<file path="src/rtl/lsu_ctrl.sv">
// rtl/lsu_ctrl.sv - load/store sequencer between decode controls and a word-wide req/ack bus
//
// Purpose: aligns store data and byte enables to the bus lanes, splits a misaligned access
// that crosses a word boundary into two aligned transfers, extends load data, and stalls the
// core until the access completes.
//
// Ports:
//   clk, rst_n                      clock (rising edge), asynchronous active-low reset
//   start                           access request, sampled only in IDLE
//   memrw, memword, memsign         0 load / 1 store; size 00 byte 01 half 10 word 11 illegal;
//                                   load extension 0 sign / 1 zero
//   addr, wdata                     byte address, right-justified store data
//   stall                           core must hold this cycle
//   done, fault, rdata              completion pulse, fault qualifier, extended load data
//   bus_req, bus_we, bus_addr,      registered bus request and word-aligned transfer attributes
//   bus_be, bus_wdata
//   bus_ack, bus_rdata              transfer completion and read data from the bus
module lsu_ctrl #(
    parameter bit SPLIT_EN = 1'b1
) (
    input  logic        clk,
    input  logic        rst_n,
    input  logic        start,
    input  logic        memrw,
    input  logic [1:0]  memword,
    input  logic        memsign,
    input  logic [31:0] addr,
    input  logic [31:0] wdata,
    output logic        stall,
    output logic        done,
    output logic        fault,
    output logic [31:0] rdata,
    output logic        bus_req,
    output logic        bus_we,
    output logic [31:0] bus_addr,
    output logic [3:0]  bus_be,
    output logic [31:0] bus_wdata,
    input  logic        bus_ack,
    input  logic [31:0] bus_rdata
);

    typedef enum logic [1:0] {IDLE, ACC0, ACC1, DONE} state_t;

    state_t      state_q, state_d;
    logic        fault_q, fault_d;
    logic [31:0] rdata_q, rdata_d;
    logic        bus_req_q, bus_req_d;
    logic        bus_we_q, bus_we_d;
    logic [31:0] bus_addr_q, bus_addr_d;
    logic [3:0]  bus_be_q, bus_be_d;
    logic [31:0] bus_wdata_q, bus_wdata_d;
    // second-transfer lanes, precomputed at request time so ACC1 only has to load them
    logic [3:0]  be_hi_q, be_hi_d;
    logic [31:0] wd_hi_q, wd_hi_d;
    logic [1:0]  off_q, off_d;
    logic [1:0]  size_q, size_d;
    logic        zext_q, zext_d;
    logic        rw_q, rw_d;
    logic        cross_q, cross_d;
    logic [31:0] lo_q, lo_d;

    logic [2:0]  n_bytes;
    logic [3:0]  mask4;
    logic        cross_in;
    logic        illegal;
    logic [7:0]  be8;
    logic [63:0] wd64;

    function automatic logic [31:0] extend(input logic [63:0] raw_in, input logic [1:0] off,
                                           input logic [1:0] size, input logic zext);
        logic [31:0] raw;
        raw = 32'(raw_in >> {off, 3'b000});
        case (size)
            2'b00:   extend = {{24{raw[7] & ~zext}}, raw[7:0]};
            2'b01:   extend = {{16{raw[15] & ~zext}}, raw[15:0]};
            default: extend = raw;
        endcase
    endfunction

    always_comb begin
        case (memword)
            2'b00:   begin n_bytes = 3'd1; mask4 = 4'b0001; end
            2'b01:   begin n_bytes = 3'd2; mask4 = 4'b0011; end
            default: begin n_bytes = 3'd4; mask4 = 4'b1111; end
        endcase
        illegal  = (memword == 2'b11);
        cross_in = ({2'b00, addr[1:0]} + {1'b0, n_bytes}) > 4'd4;
        be8      = {4'b0000, mask4} << addr[1:0];
        wd64     = {32'd0, wdata} << {addr[1:0], 3'b000};
    end

    always_comb begin
        state_d     = state_q;
        fault_d     = fault_q;
        rdata_d     = rdata_q;
        bus_req_d   = bus_req_q;
        bus_we_d    = bus_we_q;
        bus_addr_d  = bus_addr_q;
        bus_be_d    = bus_be_q;
        bus_wdata_d = bus_wdata_q;
        be_hi_d     = be_hi_q;
        wd_hi_d     = wd_hi_q;
        off_d       = off_q;
        size_d      = size_q;
        zext_d      = zext_q;
        rw_d        = rw_q;
        cross_d     = cross_q;
        lo_d        = lo_q;

        case (state_q)
            IDLE: begin
                if (start) begin
                    if (illegal || (cross_in && !SPLIT_EN)) begin
                        state_d = DONE;
                        fault_d = 1'b1;
                        rdata_d = 32'd0;
                    end else begin
                        state_d     = ACC0;
                        fault_d     = 1'b0;
                        off_d       = addr[1:0];
                        size_d      = memword;
                        zext_d      = memsign;
                        rw_d        = memrw;
                        cross_d     = cross_in;
                        bus_req_d   = 1'b1;
                        bus_we_d    = memrw;
                        bus_addr_d  = {addr[31:2], 2'b00};
                        bus_be_d    = be8[3:0];
                        bus_wdata_d = wd64[31:0];
                        be_hi_d     = be8[7:4];
                        wd_hi_d     = wd64[63:32];
                    end
                end
            end
            ACC0: begin
                if (bus_ack) begin
                    lo_d = bus_rdata;
                    if (cross_q) begin
                        // bus_req stays high; only the transfer attributes advance
                        state_d     = ACC1;
                        bus_addr_d  = bus_addr_q + 32'd4;
                        bus_be_d    = be_hi_q;
                        bus_wdata_d = wd_hi_q;
                    end else begin
                        state_d   = DONE;
                        bus_req_d = 1'b0;
                        if (!rw_q) rdata_d = extend({32'd0, bus_rdata}, off_q, size_q, zext_q);
                    end
                end
            end
            ACC1: begin
                if (bus_ack) begin
                    state_d   = DONE;
                    bus_req_d = 1'b0;
                    if (!rw_q) rdata_d = extend({bus_rdata, lo_q}, off_q, size_q, zext_q);
                end
            end
            default: begin
                state_d = IDLE;
            end
        endcase
    end

    always_ff @(posedge clk or negedge rst_n) begin
        if (!rst_n) begin
            state_q     <= IDLE;
            fault_q     <= 1'b0;
            rdata_q     <= 32'd0;
            bus_req_q   <= 1'b0;
            bus_we_q    <= 1'b0;
            bus_addr_q  <= 32'd0;
            bus_be_q    <= 4'd0;
            bus_wdata_q <= 32'd0;
            be_hi_q     <= 4'd0;
            wd_hi_q     <= 32'd0;
            off_q       <= 2'd0;
            size_q      <= 2'd0;
            zext_q      <= 1'b0;
            rw_q        <= 1'b0;
            cross_q     <= 1'b0;
            lo_q        <= 32'd0;
        end else begin
            state_q     <= state_d;
            fault_q     <= fault_d;
            rdata_q     <= rdata_d;
            bus_req_q   <= bus_req_d;
            bus_we_q    <= bus_we_d;
            bus_addr_q  <= bus_addr_d;
            bus_be_q    <= bus_be_d;
            bus_wdata_q <= bus_wdata_d;
            be_hi_q     <= be_hi_d;
            wd_hi_q     <= wd_hi_d;
            off_q       <= off_d;
            size_q      <= size_d;
            zext_q      <= zext_d;
            rw_q        <= rw_d;
            cross_q     <= cross_d;
            lo_q        <= lo_d;
        end
    end

    assign done      = (state_q == DONE);
    assign fault     = (state_q == DONE) && fault_q;
    assign stall     = ((state_q == IDLE) && start) || (state_q == ACC0) || (state_q == ACC1);
    assign rdata     = rdata_q;
    assign bus_req   = bus_req_q;
    assign bus_we    = bus_we_q;
    assign bus_addr  = bus_addr_q;
    assign bus_be    = bus_be_q;
    assign bus_wdata = bus_wdata_q;

endmodule
</file>
<file path="config.mk">
export PLATFORM = sky130hd
export DESIGN_NAME = lsu_ctrl
export DESIGN_NICKNAME = d
export VERILOG_FILES = /design/src/rtl/lsu_ctrl.sv
export SDC_FILE = /design/constraint.sdc
export NUM_CORES = 1
export LEC_CHECK = 0
export CAP_MARGIN = 30
export CORE_MARGIN = 4
export CORE_UTILIZATION = 50
export CTS_BUF_LIST = sky130_fd_sc_hd__clkbuf_2
export DETAILED_ROUTE_END_ITERATION = 10
export PLACE_DENSITY_LB_ADDON = 0.1
export SKIP_LAST_GASP = 1
export SLEW_MARGIN = 20
export SYNTH_ARGS = -nofsm -noshare
export SYNTH_HDL_FRONTEND = slang
export SYNTH_SLANG_ARGS = --single-unit
</file>
<file path="constraint.sdc">
create_clock -name clk -period 2.86 [get_ports clk]
set_input_delay 0.572 -clock clk [delete_from_list [all_inputs] [get_ports clk]]
set_output_delay 0.572 -clock clk [all_outputs]
set_load 0.1 [all_outputs]
</file>
==> flow_metrics.tcl, run 1 <==
set metrics [dict create \
    slew_headroom_pct 47.36 \
    final.min_clock_period_ns 2.675 \
    antenna_found_initial 1 \
    yosys-top-cells-area "dfrtp_1 42%, mux2i_1 9.4%, mux2_2 7.2%, nand2_1 3.9%, o21ai_0 3.8%" \
    synth-main-ff-cell "dfrtp_1" \
    path_max_fanout 13 \
    synth-edff-count 0 \
    yosysMostFrequentCell "dfrtp_1" \
    wl_per_cell_um 19.92 \
    cts_root_buf "clkbuf_2" \
    grt_max_degree 61 \
    setup_violations 0 \
    final.setup.tns_ns 0 \
    gp_congestion 0.9065 \
    status "complete, no violations" \
    rsz0062_at_grt "no" \
    fp.dieH_um 148.9 \
    yosys.area.top_type "dfrtp_1" \
    critPathCaptureType "output pin" \
    synthDistinctLibCells 68 \
    port_buffers 206 \
    initial_core_util_pct 50.97 \
    fmax_ghz 0.3738 \
    via_per_inst 5.979 \
    synth_seq_cells 168 \
    grt_pass1_vias 8745 \
    cts_buffers 17 \
    yosys_warnings 0 \
    dr.pass1.iters 5 \
    cts.clk_slew.worst_paths_ns 0.30 \
    arrival_ns 2.10 \
    drive_above_1_share_pct 21.91 \
    synthArstFlopShare_pct 100.0 \
    grt_util_all_layers_pct 26.69 \
    pin_count 209 \
    worst-setup-path-type "reg -> out" \
    grt_remaining_overflow 0 \
    routed_wl_mm 29.67 \
    synthesis.area_um2 9921 \
    cts_tree "yes" \
    drv_slew 0 \
    via_count 8903 \
    area_delta_synth_final_pct 24.33 \
    tightest_slew_ns 0.7854 \
    dpl.hpwl_mm 20.92 \
    ys_top_cells_by_count "168 x dfrtp_1, 104 x nand2_1, 93 x mux2i_1" \
    die_x_um 148.9 \
    fillCellCount 1690 \
    clk_latency_ns 0.78 \
    drt_iter0_markers 629 \
    fin_crit_sh_pct 93.54 \
    layout.nets 1323 \
    postSynthAreaPerCell_um2 9.641 \
    critPathRequiredTime_ns 2.29 \
    fin_skew_ns 0.05729 \
    postSynthCellCount 1029 \
    finalHoldViolCount 0 \
    rows 51 \
    antenna_left 0 \
    clock_sinks 168 \
    core_area_um2 19460 \
    cap_violations 0 \
    htreeDepth 4 \
    yosysSeqAreaShare_pct 42.38 \
    synthDominantCellAreaShare_pct 42.38 \
    drc 0 \
    hold_class "in -> async" \
    startpoint_type "flip-flop" \
    r2r_slack_ns 0.45 \
    die-area_um2 22160 \
    cts.path.max_buffers 2 \
    grt_pass1_wl_mm 47.66 \
]
## metrics by stage
step / hold WS [ns] / instance area, um2 / std cells / utilization (%) / worst slack, ns
floorplan: 0.2764 / 9925 / 1030 / - / 0.1231
global placement: 0.4626 / 12070 / 1454 / 62.03 / 0.1692
detailed placement: 0.4676 / 12080 / 1454 / 62.06 / 0.08658
CTS: 0.2657 / 12310 / 1487 / 63.24 / 0.08507
global route: 0.2279 / 12330 / 1489 / 63.38 / 0.02113
finish: 0.3014 / 12330 / 1489 / 63.38 / 0.1846
## critical path, cell delays in order (launching register included)
cell	delay, ns
dfrtp_2	0.45
inv_1	0.07
ha_1	0.21
buf_4	0.19
nor2_1	0.15
nand2_1	0.12
buf_12	0.18
## final timing paths
kind,from,to,depth (start not counted)
setup / recovery,state_q[0],stall,6
hold / removal,rst_n,lo_q[12],2
setup reg to reg,state_q[1],rdata[26],8
hold reg to reg,bus_wdata[27],bus_wdata[27],2
max in group asynchronous,rst_n,state_q[0],3
min in group clk,wdata[30],wd_hi_q[22],3
## layer usage
metal	vias up	wire length (um)	track usage (%)
met2	298	13960	42.26
met4	0	504	7.323
met3	37	1700	4.467
met5	-	0	0
li1	4204	-	-
met1	4364	13500	38.28
## logic make-up (layout without fill, tap and decap cells)
logic type | Yosys count | count (layout) | synth area share [%]
DFF | 168 | 168 | 42.38
adders and majority gates | 9 | 9 | 1.211
muxes | 161 | 161 | 17.67
buffers and inverters | 98 | 291 | 4.464
other | 1 | 3 | 0.03780
and+or+nand+nor | 291 | 291 | 13.71
AOI/OAI and AO/OA | 301 | 301 | 20.53
## layout make-up
class	instances	area, um2	area share [%]
diodes	1	2.502	0.02029
clock buffers	17	85.08	0.6898
clock inverters	15	135.1	1.096
inverters	13	48.80	0.3956
multi-input cells	764	5320	43.13
flip-flops and latches	168	4208	34.11
well taps	265	331.6	2.688
repair buffers	246	2203	17.86
## registers in the layout, indices dropped and copies added, names as in the netlist, 2 cells and up
signal     cells
off_q          2
be_hi_q        3
size_q         2
rdata         32
bus_be         4
lo_q          32
bus_wdata     32
state_q        2
wd_hi_q       24
bus_addr      30
## cells in the final DEF, fill, tap and decap left out, types with 11 or more instances in the layout
master | synthesis | routed
o22ai_1 | 24 | 23
nand2_1 | 104 | 103
clkdlybuf4s50_1 | 0 | 101
o21ai_0 | 75 | 75
mux2i_1 | 93 | 93
inv_1 | 11 | 11
a21oi_1 | 46 | 46
o21a_1 | 15 | 15
dfrtp_1 | 168 | 165
buf_4 | 4 | 134
o221ai_1 | 23 | 23
a22oi_1 | 11 | 11
mux2_2 | 63 | 63
o21ai_1 | 11 | 11
clkbuf_2 | 1 | 17
nor2_1 | 90 | 90
nand3_1 | 23 | 22
a221oi_1 | 40 | 40
## what timing repair did
action | in CTS | in global routing
hold buffers | 1 | 0
setup endpoints to repair | 0 | 1
endpoints found under the hold margin | 57 | 0
setup buffers | 0 | 1
resized for setup | 0 | 4
Power of run 1 is not shown: default switching activity piles up to over one toggle a cycle in this logic, so the estimate is an artifact.
==> run 2: changes to the inputs <==
Settings changed: CAP_MARGIN 30 to default.
==> results of run 2 <==
The final DEF is identical to that of run 1; final timing and power are the same.
Power of run 2 is left out for the same reason.
